[src/rtl/sys_bus_arbiter.sv]
// sys_bus_arbiter: two-master arbiter and transaction sequencer for the system bus.
// Optional macro SYS_BUS_ARB_FIXED_PRIORITY_EN: master 0 always wins a tie.
//
// Ports:
//   clk, rst                  rising-edge clock, asynchronous active-high reset
//   m0_* / m1_*               master request sets (req, addr, read_type,
//                             device_id, write_data, write_en) and their
//                             completion outputs (ack pulse, read_data)
//   bus_addr .. bus_write_en  shared system bus request, driven only in ACCESS
//   bus_read_data             read data returned by the system bus
//   busy                      high while a transaction is in flight
//
// Parameters:
//   MEM_LATENCY  cycles the bus is driven before read data is sampled (1..15)
//   ADDR_W       address width
//   DATA_W       data width

module sys_bus_arbiter #(
    parameter int MEM_LATENCY = 2,
    parameter int ADDR_W      = 32,
    parameter int DATA_W      = 32
) (
    input  logic              clk,
    input  logic              rst,

    input  logic              m0_req,
    input  logic [ADDR_W-1:0] m0_addr,
    input  logic [2:0]        m0_read_type,
    input  logic              m0_device_id,
    input  logic [DATA_W-1:0] m0_write_data,
    input  logic              m0_write_en,
    output logic              m0_ack,
    output logic [DATA_W-1:0] m0_read_data,

    input  logic              m1_req,
    input  logic [ADDR_W-1:0] m1_addr,
    input  logic [2:0]        m1_read_type,
    input  logic              m1_device_id,
    input  logic [DATA_W-1:0] m1_write_data,
    input  logic              m1_write_en,
    output logic              m1_ack,
    output logic [DATA_W-1:0] m1_read_data,

    output logic [ADDR_W-1:0] bus_addr,
    output logic [2:0]        bus_read_type,
    output logic              bus_device_id,
    output logic [DATA_W-1:0] bus_write_data,
    output logic              bus_write_en,
    input  logic [DATA_W-1:0] bus_read_data,

    output logic              busy
);

    typedef enum logic [1:0] {
        IDLE   = 2'd0,
        ACCESS = 2'd1,
        DONE   = 2'd2
    } state_t;

    localparam logic [3:0] CNT_LAST = 4'(MEM_LATENCY - 1);

    state_t            state_q, state_d;
    logic              gnt_q, gnt_d;
    logic [3:0]        cnt_q, cnt_d;
    logic [ADDR_W-1:0] addr_q, addr_d;
    logic [2:0]        rtype_q, rtype_d;
    logic              dev_q, dev_d;
    logic [DATA_W-1:0] wdata_q, wdata_d;
    logic              we_q, we_d;
    logic [DATA_W-1:0] rd0_q, rd0_d;
    logic [DATA_W-1:0] rd1_q, rd1_d;

    logic any_req;
    logic pick;
    logic grant;

    assign any_req = m0_req | m1_req;
    assign grant   = (state_q == IDLE) & any_req;

    // pick selects the master granted when any request is pending:
    // 0 = master 0, 1 = master 1.
`ifdef SYS_BUS_ARB_FIXED_PRIORITY_EN
    assign pick = ~m0_req;
`else
    logic last_q, last_d;

    // On a tie the master that did not win last time goes next.
    assign pick   = (m0_req & m1_req) ? ~last_q : m1_req;
    assign last_d = grant ? pick : last_q;

    always_ff @(posedge clk or posedge rst) begin
        if (rst) begin
            last_q <= 1'b1;
        end else begin
            last_q <= last_d;
        end
    end
`endif

    always_comb begin
        state_d        = state_q;
        gnt_d          = gnt_q;
        cnt_d          = cnt_q;
        addr_d         = addr_q;
        rtype_d        = rtype_q;
        dev_d          = dev_q;
        wdata_d        = wdata_q;
        we_d           = we_q;
        rd0_d          = rd0_q;
        rd1_d          = rd1_q;
        bus_addr       = '0;
        bus_read_type  = '0;
        bus_device_id  = 1'b0;
        bus_write_data = '0;
        bus_write_en   = 1'b0;
        m0_ack         = 1'b0;
        m1_ack         = 1'b0;
        busy           = 1'b0;

        unique case (state_q)
            IDLE: begin
                if (any_req) begin
                    state_d = ACCESS;
                    gnt_d   = pick;
                    cnt_d   = '0;
                    addr_d  = pick ? m1_addr : m0_addr;
                    rtype_d = pick ? m1_read_type : m0_read_type;
                    dev_d   = pick ? m1_device_id : m0_device_id;
                    wdata_d = pick ? m1_write_data : m0_write_data;
                    we_d    = pick ? m1_write_en : m0_write_en;
                end
            end

            ACCESS: begin
                busy           = 1'b1;
                bus_addr       = addr_q;
                bus_read_type  = rtype_q;
                bus_device_id  = dev_q;
                bus_write_data = wdata_q;
                // Single store strobe: only the first ACCESS cycle.
                bus_write_en   = we_q & (cnt_q == 4'd0);
                if (cnt_q == CNT_LAST) begin
                    state_d = DONE;
                    if (!we_q) begin
                        if (gnt_q) begin
                            rd1_d = bus_read_data;
                        end else begin
                            rd0_d = bus_read_data;
                        end
                    end
                end else begin
                    cnt_d = cnt_q + 4'd1;
                end
            end

            DONE: begin
                busy    = 1'b1;
                m0_ack  = ~gnt_q;
                m1_ack  = gnt_q;
                cnt_d   = '0;
                state_d = IDLE;
            end

            default: begin
                state_d = IDLE;
            end
        endcase
    end

    always_ff @(posedge clk or posedge rst) begin
        if (rst) begin
            state_q <= IDLE;
            gnt_q   <= 1'b0;
            cnt_q   <= '0;
            addr_q  <= '0;
            rtype_q <= '0;
            dev_q   <= 1'b0;
            wdata_q <= '0;
            we_q    <= 1'b0;
            rd0_q   <= '0;
            rd1_q   <= '0;
        end else begin
            state_q <= state_d;
            gnt_q   <= gnt_d;
            cnt_q   <= cnt_d;
            addr_q  <= addr_d;
            rtype_q <= rtype_d;
            dev_q   <= dev_d;
            wdata_q <= wdata_d;
            we_q    <= we_d;
            rd0_q   <= rd0_d;
            rd1_q   <= rd1_d;
        end
    end

    assign m0_read_data = rd0_q;
    assign m1_read_data = rd1_q;

endmodule

[config.mk]
export PLATFORM = sky130hd
export DESIGN_NAME = sys_bus_arbiter
export DESIGN_NICKNAME = d
export VERILOG_FILES = /design/src/rtl/sys_bus_arbiter.sv
export SDC_FILE = /design/constraint.sdc
export NUM_CORES = 1
export LEC_CHECK = 0
export BUFFER_PORTS_ARGS = -buffer_cell sky130_fd_sc_hd__buf_2
export CORE_UTILIZATION = 36
export DETAILED_ROUTE_END_ITERATION = 8
export GPL_TIMING_DRIVEN = 0
export SLEW_MARGIN = 20
export SYNTH_ARGS = -nofsm -noshare
export SYNTH_HDL_FRONTEND = slang
export SYNTH_SLANG_ARGS = --single-unit
[constraint.sdc]
create_clock -name clk -period 5.8 [get_ports clk]
set_clock_uncertainty 0.2 [all_clocks]
set_input_delay 0.87 -clock clk [delete_from_list [all_inputs] [get_ports clk]]
set_output_delay 0.87 -clock clk [all_outputs]
set_load 0.05 [all_outputs]
== Yosys cells after proc, flatten, opt, wreduce, memory -nomap -nowiden ==
Cells that the tools add are included.

* Output and inout bits: 136
* Word-level logic and storage cells: 54
* Input port bits: 174
* Register bits after elaboration: 141

* Bitwise gates (word level): 7
* Equal/unequal tests: 6
* Multiplexer cells: 20
* Reduce and logical (&&, ||, !) cells: 9
* Add/sub/neg operators: 1

{| class="wikitable"
|+ Operators with widths
! kind !! number
|-
| two-way mux 32 bit || 4
|-
| case mux 4 bit (3 select lines) || 1
|-
| two-way mux 1 bit || 8
|-
| two-way mux 4 bit || 2
|-
| AND reduction 4 bit || 2
|-
| two-way mux 3 bit || 2
|-
| inequality test 2 bit (second input constant) || 3
|-
| adder 4 x 1 -> 4 bit (second input constant) || 1
|-
| equality test 4 x 1 -> 1 bit (second input constant) || 1
|-
| zero test 4 bit || 1
|-
| two-way mux 2 bit || 2
|-
| case mux 2 bit (2 select lines) || 1
|-
| AND reduction 2 bit || 2
|-
| bitwise AND 1 bit || 3
|-
| inverter 1 bit || 3
|-
| AND reduction 3 bit || 1
|-
| nonzero test 3 bit || 1
|-
| equality test 2 x 1 -> 1 bit (second input constant) || 1
|-
| equality test 2 bit (second input constant) || 1
|-
| zero test 2 bit || 1
|-
| OR reduction 2 bit || 1
|-
| bitwise OR 1 bit || 1
|}

== Logic depth before layout (Yosys ltp) ==
* Word-level depth: 3
* Mapped depth: 8
* Gate-level depth less buffers: 5

== Worst setup path before layout ==
Ideal clock, no wire load.

* Kind: flip-flop to output port
* Start: register state_q[1]
* End: output port bus_addr[15]
* Required time: 4730 ps
* Stages on the path, launching flop included: 6
* Path buffers: 2
* Arrival: 1616 ps
* Setup slack: 3114 ps
* Path through: dfrtp_1 -> inv_1 -> ha_1 -> clkbuf_1 -> clkbuf_1 -> and2_1

* Word-level cells in the longest chain between the ends: 2

{| class="wikitable"
|+ Ends and longest elaborated chain
! what !! line !! source
|-
| start: declaration || 62 || <nowiki>state_t state_q, state_d;</nowiki>
|-
| start signal: assignment || 183 || <nowiki>state_q <= state_d;</nowiki>
|-
| equality test 2 x 1 -> 1 bit || 120 || <nowiki>unique case (state_q)</nowiki>
|-
| two-way mux 32 bit || 120 ||
|-
| end: declaration || 44 || <nowiki>output logic [ADDR_W-1:0] bus_addr,</nowiki>
|}

Every way passes these cells.

== Final worst setup path ==
* Start: register state_q[1]
* End: output port bus_addr[22]

Same word-level chain as after synthesis.

==> flow_metrics.py <==
metrics = {
    "setup_path": {
        "crit_buf_inv": 4,
        "crit_arrival_ns": 2.64,
        "worst_ep_required_time_ns": 4.73,
        "rr_startpoint": "state_q[0]",
        "slowest_stage": "clkbuf_1",
        "critPathCaptureType": "output port",
        "cp_max_fo": 10,
        "worstSetupStartpoint": "state_q[1]",
        "crit_path_frequent_cell": "clkbuf_1",
        "cp_top_family": "buffers and inverters",
        "crit_type": "reg -> out",
        "cpPeakStageDelay_ns": 0.50,
        "crit_chain": "inv_1, ha_1, clkbuf_1, clkbuf_1, and2_1, buf_2",
        "worst_setup_path_start_kind": "flip-flop",
    },
    "synth": {
        "ys_top_cells_by_count": "dfrtp_1 (140), o21ai_0 (72), mux2i_1 (70)",
        "synth_edf_count": 0,
        "synthTopCellsByArea": "dfrtp_1 (51%), mux2_4 (13%), mux2i_1 (10%)",
        "yosys_warnings": 0,
        "synth_area_um2": 6800,
        "synth_largest_area_cell": "dfrtp_1",
        "syn_avg_cell_area_um2": 12.1,
        "synth-seq-area-share": 0.519,
        "yosysUniqueCellTypes": 36,
        "syn_nets": 746,
        "synth.most_common_cell": "dfrtp_1",
        "synth_top_area_frac": 0.515,
        "postSynthCellCount": 564,
        "synth_flop_cell": "dfrtp_1",
        "async_flop_share": 1.00,
        "synth-seq-cells": 141,
    },
    "place": {
        "routabilityCongestion": 0.729,
        "placed_cells": 1103,
        "io_buffers": 309,
        "dp_hpwl_um": 14500,
    },
    "drt": {
        "dr.max_layer_used": "met4",
        "dr.pass1.iters": 4,
        "met3_length_um": 1450,
        "via_per_inst": 4.65,
        "ant_nets": 0,
        "wl_met1_um": 8310,
        "drc": 0,
        "drt-wirelength-per-cell_um": 17.3,
        "drt_iter0_markers": 108,
        "routed_wirelength_um": 19600,
        "wl_met2_um": 9660,
        "via_count": 5277,
    },
    "sta": {
        "fin_crit_ns": 3.71,
        "worst_slew_pin_slew_ns": 0.744,
        "setup_viol": 0,
        "holdWs_ns": 0.267,
        "fin_setup_tns_ns": 0,
        "rsz0062_at_grt": "false",
        "slew_headroom": 0.503,
        "finalCritPeriodShare": 0.639,
        "finalHoldViolCount": 0,
        "final-max-slew-violation-count": 0,
        "max_freq_mhz": 270,
    },
    "final_layout": {
        "area_growth_pct": 36.2,
        "fin_cells": 1135,
        "multiInputGateArea_um2": 2990,
        "postLayoutCoreUtil": 0.507,
        "layout.nets": 1075,
        "fillers": 1724,
        "layout-drive-gt1-share": 0.479,
        "diodes": 0,
        "regArea_um2": 3530,
    },
    "cts": {
        "post_cts.repair.setup_buffers": 0,
        "cts_buffers": 17,
        "cts.sinks": 141,
        "cts_tree": "done",
        "cts_max_level": 4,
        "clock_latency_ns": 0.41,
        "clk_pin_slew_ns": 0.06,
        "hold_buffers": 0,
        "cts.path.max_buffers": 2,
        "ctsResizeCount": 0,
        "cts_root_buf": "clkbuf_16",
    },
    "global_routing": {
        "grt_overflow": 0,
        "grt_use_total": 0.208,
        "grt_pass1_wl_um": 30600,
        "antenna_found_initial": 1,
        "first_global_vias": 5504,
        "grt_max_degree": 79,
    },
    "pwr": {
        "internal_power_uw": 3170,
        "p_leak_uw": 0.00489,
        "clockPowerShare": 0.180,
        "p_sw_frac": 0.492,
        "seq_power_share": 0.273,
        "comb_power_share": 0.547,
        "vdd_ir_drop_max_mv": 0.296,
        "switchingPower_uw": 3070,
        "p_per_area_nw_per_um2": 674,
        "power.total_uw": 6240,
    },
    "floorplanning": {
        "rows": 49,
        "die_h_um": 139,
        "ios": 310,
        "core_area_um2": 18300,
        "die_x_um": 139,
        "dieArea_um2": 19500,
        "initial_core_util": 0.372,
    },
    "hold_path": {
        "hold_path_startpoint": "wdata_q[0]",
        "hold_path.class": "reg -> reg",
    },
    "run": {
        "cap_violations": 0,
    },
    "status": {
        "outcome": "completed",
    },
}
-- flip-flops by register name (all words and copies together) (netlist names) --
| signal | cells |
|---|---|
| gnt_q | 1 |
| addr_q | 32 |
| rtype_q | 3 |
| cnt_q | 4 |
| wdata_q | 32 |
| dev_q | 1 |
| state_q | 2 |
| we_q | 1 |
| m1_read_data | 32 |
| m0_read_data | 32 |
| last_q | 1 |
-- worst min-delay path: stages (launching register included) --
cell and delay [ns]:
dfrtp_1 0.33, nand2_1 0.05, o21ai_0 0.06
-- cell families (layout without fill, tap and decap cells) --
logic type,after synthesis,after routing,synth area share
AOI/OAI and AO/OA,81,81,0.0624
adders and majority gates,8,8,0.0147
buffers and inverters,44,386,0.0410
DFF,141,141,0.519
muxes,135,135,0.244
and+or+nand+nor,155,155,0.119
-- per-stage QoR --
stage | setup slack, ns | cell area (um^2)
after floorplan | 0.950 | 6800
after global placement | -0.864 | 8640
after detailed placement | 2.46 | 8670
after CTS | 2.02 | 9270
after global routing | 1.90 | 9270
final | 2.09 | 9270
-- worst paths after layout --
check                               end  slack (ns)  cells past startpoint
max in group asynchronous        last_q        4.33                      3
setup reg to reg             wdata_q[0]        3.52                      6
hold reg to reg              wdata_q[0]        0.27                      2
min in group asynchronous    wdata_q[3]        0.30                      2
hold / removal               wdata_q[0]        0.27                      2
setup / recovery           bus_addr[22]        2.09                      6
-- power by group through the flow --
stage / Sequential [uW] / Combinational, uW / Clock [uW]
finish: 1700 / 3420 / 1120
global route: 1770 / 3630 / 1190
CTS: 1710 / 3450 / 1150
detailed placement: 1720 / 3440 / 0
global placement: 1700 / 3420 / 0
floorplan: 2450 / 1850 / 0
-- layout make-up --
class	instances	share of cell area
sequential	141	0.381
multi-input combinational	379	0.323
timing repair buffer	310	0.170
clock buffer	19	0.0467
tap	229	0.0309
buffer	38	0.0277
clock inverter	13	0.0177
inverter	6	0.00324
-- placed cells by master, fill, tap and decap left out, types with 2 or more instances in the layout --
| master | Yosys | layout |
|---|---|---|
| inv_1 | 6 | 5 |
| clkinvlp_4 | 0 | 5 |
| clkinv_2 | 0 | 2 |
| buf_12 | 3 | 3 |
| mux2_2 | 5 | 5 |
| nand3_1 | 3 | 3 |
| inv_6 | 0 | 3 |
| dfrtp_1 | 140 | 140 |
| nand2_1 | 69 | 69 |
| mux2_4 | 60 | 60 |
| nor2_1 | 2 | 2 |
| and2_1 | 69 | 69 |
| clkbuf_1 | 15 | 17 |
| mux2i_1 | 70 | 70 |
| clkbuf_16 | 0 | 17 |
| buf_4 | 6 | 6 |
| ha_1 | 8 | 8 |
| buf_6 | 4 | 4 |
| bufinv_16 | 0 | 3 |
| nor2b_1 | 2 | 2 |
| a21oi_1 | 2 | 2 |
| o21ai_0 | 72 | 72 |
| buf_2 | 10 | 319 |
-- layer usage --
metal,vias to the layer above,track usage
li1,2594,-
met1,2460,0.256
met2,208,0.350
met3,15,0.0613
met4,0,0.0649
met5,-,0
(Power assumes the default switching activity.)
